**src/rtl/mem_ctrl_pkg.sv**
```systemverilog
// Shared definitions for the multi-cycle SRAM data-memory controller:
// access FSM states, default address map base, half-word width and
// the wait-counter width helper.
package mem_ctrl_pkg;

    localparam int unsigned HALF_W            = 16;
    localparam int unsigned BASE_ADDR_DEFAULT = 1024;

    typedef enum logic [1:0] {
        ST_IDLE,
        ST_LOW,
        ST_HIGH,
        ST_DONE
    } state_e;

    // Counter width able to hold 0..cycles-1, never narrower than one bit.
    function automatic int unsigned cnt_width(input int unsigned cycles);
        return (cycles > 32'd1) ? 32'($clog2(cycles)) : 32'd1;
    endfunction

endpackage

```
**src/rtl/mem_wait_counter.sv**
```systemverilog
// Clear/enable up-counter with a registered terminal-count flag.
// Ports:
//   clk, rst_n  clock, asynchronous active-low reset
//   clr_i       synchronous clear (wins over en_i)
//   en_i        count enable
//   cnt_o       current count
//   tc_o        high while cnt_o == TERM
module mem_wait_counter #(
    parameter int unsigned WIDTH = 3,
    parameter int unsigned TERM  = 4
) (
    input  logic             clk,
    input  logic             rst_n,
    input  logic             clr_i,
    input  logic             en_i,
    output logic [WIDTH-1:0] cnt_o,
    output logic             tc_o
);

    logic [WIDTH-1:0] cnt_q, cnt_d;
    logic             tc_q, tc_d;

    // Next count; the flag is derived from it so tc_o is a plain register.
    always_comb begin
        cnt_d = cnt_q;
        if (clr_i) begin
            cnt_d = '0;
        end else if (en_i) begin
            cnt_d = cnt_q + WIDTH'(1);
        end
        tc_d = (32'(cnt_d) == TERM);
    end

    always_ff @(posedge clk or negedge rst_n) begin
        if (!rst_n) begin
            cnt_q <= '0;
            tc_q  <= (TERM == 32'd0);
        end else begin
            cnt_q <= cnt_d;
            tc_q  <= tc_d;
        end
    end

    assign cnt_o = cnt_q;
    assign tc_o  = tc_q;

endmodule

```
**src/rtl/mem_sram_ctrl.sv**
```systemverilog
// Multi-cycle data-memory controller behind the MEM stage. Each 32-bit
// load/store is split into two 16-bit SRAM accesses (low half, then high
// half), each held on the bus for WAIT_CYCLES cycles. ready stalls the
// pipeline while an access is in flight.
// Ports:
//   clk, rst            clock, asynchronous active-low reset
//   rd_en, wr_en        load/store request levels (both high = store)
//   address, write_data byte address and store data from the MEM stage
//   read_data           registered load result
//   ready               combinational; low = freeze pipeline
//   sram_addr           half-word address to SRAM
//   sram_dq_out/_in     SRAM write/read data
//   sram_dq_oe          1 = controller drives DQ
//   sram_we_n           active-low SRAM write strobe
module mem_sram_ctrl
    import mem_ctrl_pkg::*;
#(
    parameter int unsigned WAIT_CYCLES = 5,
    parameter int unsigned BASE_ADDR   = BASE_ADDR_DEFAULT,
    parameter int unsigned SRAM_ADDR_W = 18
) (
    input  logic                   clk,
    input  logic                   rst,
    input  logic                   rd_en,
    input  logic                   wr_en,
    input  logic [31:0]            address,
    input  logic [31:0]            write_data,
    output logic [31:0]            read_data,
    output logic                   ready,
    output logic [SRAM_ADDR_W-1:0] sram_addr,
    output logic [HALF_W-1:0]      sram_dq_out,
    input  logic [HALF_W-1:0]      sram_dq_in,
    output logic                   sram_dq_oe,
    output logic                   sram_we_n
);

    localparam int unsigned CNT_W    = cnt_width(WAIT_CYCLES);
    localparam int unsigned IDX_W    = SRAM_ADDR_W - 1;
    localparam int unsigned LAST_CNT = WAIT_CYCLES - 1;

    state_e                  state_q, state_d;
    logic [CNT_W-1:0]        cnt;
    logic                    cnt_tc;
    logic                    cnt_clr;
    logic [HALF_W-1:0]       low_q, low_d;
    logic [31:0]             read_data_q, read_data_d;
    logic [SRAM_ADDR_W-1:0]  sram_addr_q, sram_addr_d;
    logic [HALF_W-1:0]       dq_out_q, dq_out_d;
    logic                    oe_q, oe_d;
    logic                    we_n_q, we_n_d;
    logic                    req;
    logic                    active_d;
    logic                    last_d;
    logic [31:0]             byte_off;
    logic [IDX_W-1:0]        idx;
    logic                    unused_off;

    // Word index relative to BASE_ADDR; bits above the SRAM range wrap.
    assign byte_off   = address - 32'(BASE_ADDR);
    assign idx        = byte_off[IDX_W+1:2];
    assign unused_off = ^{byte_off[31:IDX_W+2], byte_off[1:0]};

    assign req   = rd_en | wr_en;
    assign ready = ~req | (state_q == ST_DONE);

    mem_wait_counter #(
        .WIDTH (CNT_W),
        .TERM  (LAST_CNT)
    ) u_wait (
        .clk   (clk),
        .rst_n (rst),
        .clr_i (cnt_clr),
        .en_i  (1'b1),
        .cnt_o (cnt),
        .tc_o  (cnt_tc)
    );

    // Next state, read capture and next values of the registered SRAM pins.
    always_comb begin
        state_d     = state_q;
        cnt_clr     = 1'b1;
        low_d       = low_q;
        read_data_d = read_data_q;

        case (state_q)
            ST_IDLE: begin
                if (req) state_d = ST_LOW;
            end
            ST_LOW: begin
                if (cnt_tc) begin
                    state_d = ST_HIGH;
                    if (!wr_en) low_d = sram_dq_in;
                end else begin
                    cnt_clr = 1'b0;
                end
            end
            ST_HIGH: begin
                if (cnt_tc) begin
                    state_d = ST_DONE;
                    if (!wr_en) read_data_d = {sram_dq_in, low_q};
                end else begin
                    cnt_clr = 1'b0;
                end
            end
            ST_DONE: begin
                state_d = ST_IDLE;
            end
            default: begin
                state_d = ST_IDLE;
            end
        endcase

        // Pins are registered, so they follow the state/count of the next cycle.
        active_d = (state_d == ST_LOW) || (state_d == ST_HIGH);
        last_d   = active_d &&
                   ((cnt_clr ? 32'd0 : 32'(cnt) + 32'd1) == LAST_CNT);

        oe_d        = active_d & wr_en;
        we_n_d      = ~(oe_d & ~last_d);
        sram_addr_d = active_d ? {idx, (state_d == ST_HIGH)} : '0;
        dq_out_d    = '0;
        if (oe_d) begin
            dq_out_d = (state_d == ST_HIGH) ? write_data[2*HALF_W-1:HALF_W]
                                            : write_data[HALF_W-1:0];
        end
    end

    always_ff @(posedge clk or negedge rst) begin
        if (!rst) begin
            state_q     <= ST_IDLE;
            low_q       <= '0;
            read_data_q <= '0;
            sram_addr_q <= '0;
            dq_out_q    <= '0;
            oe_q        <= 1'b0;
            we_n_q      <= 1'b1;
        end else begin
            state_q     <= state_d;
            low_q       <= low_d;
            read_data_q <= read_data_d;
            sram_addr_q <= sram_addr_d;
            dq_out_q    <= dq_out_d;
            oe_q        <= oe_d;
            we_n_q      <= we_n_d;
        end
    end

    assign read_data   = read_data_q;
    assign sram_addr   = sram_addr_q;
    assign sram_dq_out = dq_out_q;
    assign sram_dq_oe  = oe_q;
    assign sram_we_n   = we_n_q;

endmodule

```
**config.mk**
```make
export PLATFORM = sky130hd
export DESIGN_NAME = mem_sram_ctrl
export DESIGN_NICKNAME = d
export VERILOG_FILES = /design/src/rtl/mem_ctrl_pkg.sv /design/src/rtl/mem_wait_counter.sv /design/src/rtl/mem_sram_ctrl.sv
export SDC_FILE = /design/constraint.sdc
export NUM_CORES = 1
export LEC_CHECK = 0
export ABC_CLOCK_PERIOD_IN_PS = 2300
export BUFFER_PORTS_ARGS = -buffer_cell sky130_fd_sc_hd__buf_4
export CAP_MARGIN = 20
export CORE_MARGIN = 3
export CORE_UTILIZATION = 43
export DETAILED_ROUTE_END_ITERATION = 8
export GPL_TIMING_DRIVEN = 0
export PLACE_DENSITY = 0.78
export SLEW_MARGIN = 20
export SYNTH_ARGS = -nofsm -noshare
export SYNTH_HDL_FRONTEND = slang
export SYNTH_HIERARCHICAL = 1
export SYNTH_SLANG_ARGS = --single-unit
```
**constraint.sdc**
```tcl
create_clock -name clk -period 2.3 [get_ports clk]
set_input_delay 0.46 -clock clk [delete_from_list [all_inputs] [get_ports clk]]
set_output_delay 0.46 -clock clk [all_outputs]
set_load 0.01 [all_outputs]
```
==> run metrics <==
result of the run finished, final reports clean; final antenna diode count 0; Rel. slew slack a little under half; Lkg Pwr between 2 and 3 nW; number of nets with antenna violations after detailed routing 0; number of max-cap violations 0; worst-path maximum fanout 10; Crit path arrival time 2340 ps; critical path data required time ~2500 ps; number of vias per cell approximately 4.8; number of H-tree branching levels 3; core area 7888 sq um; height of the chip 97 um; top cell types by occurrence after synthesis dfrtp_1 (89), mux2_2 (48), nor2_1 (23); count of distinct cell types in the synthesized netlist 30; internal power consumption approximately 0.0031 W; Synth Cell Area 3561 sq um; power density over the cells 893.5 nW/um^2; post-placement cell count ~500; CTS Sinks 90; Post-synth EDFFs 0; Final Worst Setup Slack slightly below 200 ps; type of element launching the critical path flop; cell chosen for the clock root clkbuf_8; total CTS buffers 9; power dissipated by switching net loads roughly 0.0013 W; number of antenna violations at the first check in global routing 0; area enclosed by the die boundary approximately 9400 sq um; HPWL Detailed 5505 um; min-delay worst type in2async; register clock-pin slew on the reported worst setup and hold paths 90 ps; num ports ~150; clock latency of the later-clocked register in the worst-skew pair around 340 ps; via count of the first global-routing pass ~2500; share of the synthesized area in the top cell type a little over three fifths; Hold Fails Final Rpt 0; worst-case vdd ir drop 0.0004812 V; share of flip-flops with an asynchronous set or reset 100.0%; proportion of total power due to net switching 29.00%; drt first-iter violations 59; top post-synthesis cells by area dfrtp_1 (63%), mux2_2 (15%), mux2i_1 (4.8%); power share of the clock group between 20% and 30%; number of port buffers around 140; Seq pwr share between 40 and 50%; post-place setup slack -472.9 ps; global-route wire length before repair 11910 um; sequential-to-total area share from yosys stat 63.28%; accumulated negative setup slack 0 ps; count of pins over their slew limit 0; non-filler cells, final between 500 and 600; number of nets in the finished design roughly 490; register bit total from synthesis 90; length of the first detailed-routing pass in iterations 4; remaining global-route overflow 0; pin count of the biggest net entering global routing 91; fraction of layout cells with a size suffix above 1 52.33%; setup repair after global routing missed its margin false; count of fill cells added during filler insertion 632; post-detailed-route wirelength per cell 14.33 um; Avg Cell Area, Syn about 14 sq um; Die X-Extent 97 um; Combinational Power Share 27.5%; post-route clock skew 10.76 ps; min cycle time layout between 2000 and 2500 ps; Std-Cell Rows 32; layout overhead on the synthesized area 38.93%; overall global routing resource usage about 16%; detailed-route DRC error count 0; last weighted congestion value of the routability-driven placer 0.7418; initial standard-cell utilization of the core a little under half; sum of internal, switching and leakage power 0.004420 W; number of setup violations in the final report 0; yosys warns 6; Least-Margin Pin Slew 794.7 ps; cell taking the most area after synthesis dfrtp_1; number of instances in the synthesized netlist ~250; Peak Freq between 400 and 500 MHz; most frequent cell after synthesis dfrtp_1; kind of critical path reg2reg; portion of the clock cycle consumed by the worst path in the final layout 91.47%; deepest clock path buffer count 2; Synth Flop Type dfrtp_1; Routed WL ~7300 um; clock tree from TritonCTS built; crit path capture type flop; total number of vias between 2000 and 2500
==> worst max-delay path: stages (launching register included) <==
cell and delay, ps:
dfrtp_1 440, inv_1 90, ha_1 250, o311a_1 410, ha_4 340, nand2b_4 200
clkbuf_4 220, nor2_1 60
==> area by class of cell <==
type | instances | area (sq um) | share of cell area [%]
well taps | 102 | 127.6 | 2.580
plain buffers | 7 | 38.79 | 0.7840
inverters | 7 | 26.28 | 0.5311
repair buffers | 137 | 1032 | 20.86
flip-flops and latches | 90 | 2253 | 45.55
clock inverters | 5 | 60.06 | 1.214
multi-input cells | 150 | 1267 | 25.62
clock buffers | 11 | 141.4 | 2.858
==> routing by layer <==
metal  vias up  track usage [%]  part of all wire, %
li1       1168                -                    -
met1      1171            19.20                   41
met2        94            25.53                   48
met3        10            6.273                  9.5
met4         0            5.832                  1.5
met5         -                0                    0
==> kinds of logic after synthesis <==
kind of cell    after synthesis  synth area share [%]
buf+inv                      16                 1.898
compound gates               21                 3.514
simple gates                 50                 7.695
fa+ha+maj                     8                 2.811
xor+xnor                      3                0.7380
flops                        90                 63.28
other cells                   1                0.1053
mux                          65                 19.96
==> state kept, by name, summed over array words and instances, names as in the netlist <==
| name | count |
|---|---|
| u_wait/tc_o | 1 |
| read_data | 32 |
| sram_dq_oe | 1 |
| u_wait/cnt_o | 3 |
| sram_addr | 18 |
| sram_we_n | 1 |
| state_q | 2 |
| sram_dq_out | 16 |
| low_q | 16 |
==> stage by stage <==
stage | area, sq um | hold slack [ps] | util (%)
6_report | 4947 | 179.5 | 62.72
3_5_place_dp | 4725 | 487.5 | 59.90
4_1_cts | 4928 | 257.8 | 62.48
2_1_floorplan | 3568 | 164.4 | -
5_1_grt | 4947 | 230.2 | 62.72
3_3_place_gp | 4725 | 479.5 | 59.90
==> final timing paths <==
kind / depth (start not counted) / end / from / slack (ps)
min reg2reg: 1 / read_data[8]$_DFFE_PN0P_ / low_q[8]$_DFFE_PN0P_ / 510
max in group asynchronous: 1 / sram_addr[8]$_DFF_PN0_ / rst / 1590
max: 7 / sram_dq_out[9]$_DFF_PN0_ / state_q[0]$_DFF_PN0_ / 200
min: 1 / read_data[8]$_DFFE_PN0P_ / rst / 180
max reg2reg: 7 / sram_dq_out[9]$_DFF_PN0_ / state_q[0]$_DFF_PN0_ / 200
min in group clk: 2 / sram_addr[9]$_DFF_PN0_ / address[10] / 280
==> placed cells by master (no fill, tap or decap), types with 2 or more instances in the layout <==
cell type / synthesis / final
a21oi_1: 7 / 7
buf_2: 6 / 4
buf_4: 0 / 136
clkbuf_1: 3 / 2
clkbuf_4: 0 / 2
clkbuf_8: 0 / 10
conb_1: 1 / 3
dfrtp_1: 89 / 89
ha_1: 8 / 7
inv_1: 7 / 7
inv_6: 0 / 2
mux2_2: 48 / 48
mux2i_1: 17 / 17
nand2_1: 3 / 3
nand2b_1: 4 / 3
nor2_1: 23 / 23
nor2b_1: 10 / 10
o21ai_0: 7 / 7
o31ai_1: 2 / 2
or3_1: 4 / 4
xor2_1: 2 / 2
==> power groups by stage <==
stage,combinational (W),clock [W],sequential [W]
floorplan,0.000490,0,0.00223
global placement,0.00118,0,0.00213
detailed placement,0.00121,0,0.00215
CTS,0.00123,0.00112,0.00212
global route,0.00136,0.00119,0.00217
finish,0.00122,0.00108,0.00212
==> timing repair <==
item                       CTS  global route
setup buffers                0             0
hold buffers                 0             0
gates resized for setup      4             4
setup endpoints to repair   18            24
No activity file was read; power rests on OpenSTA's default activity.
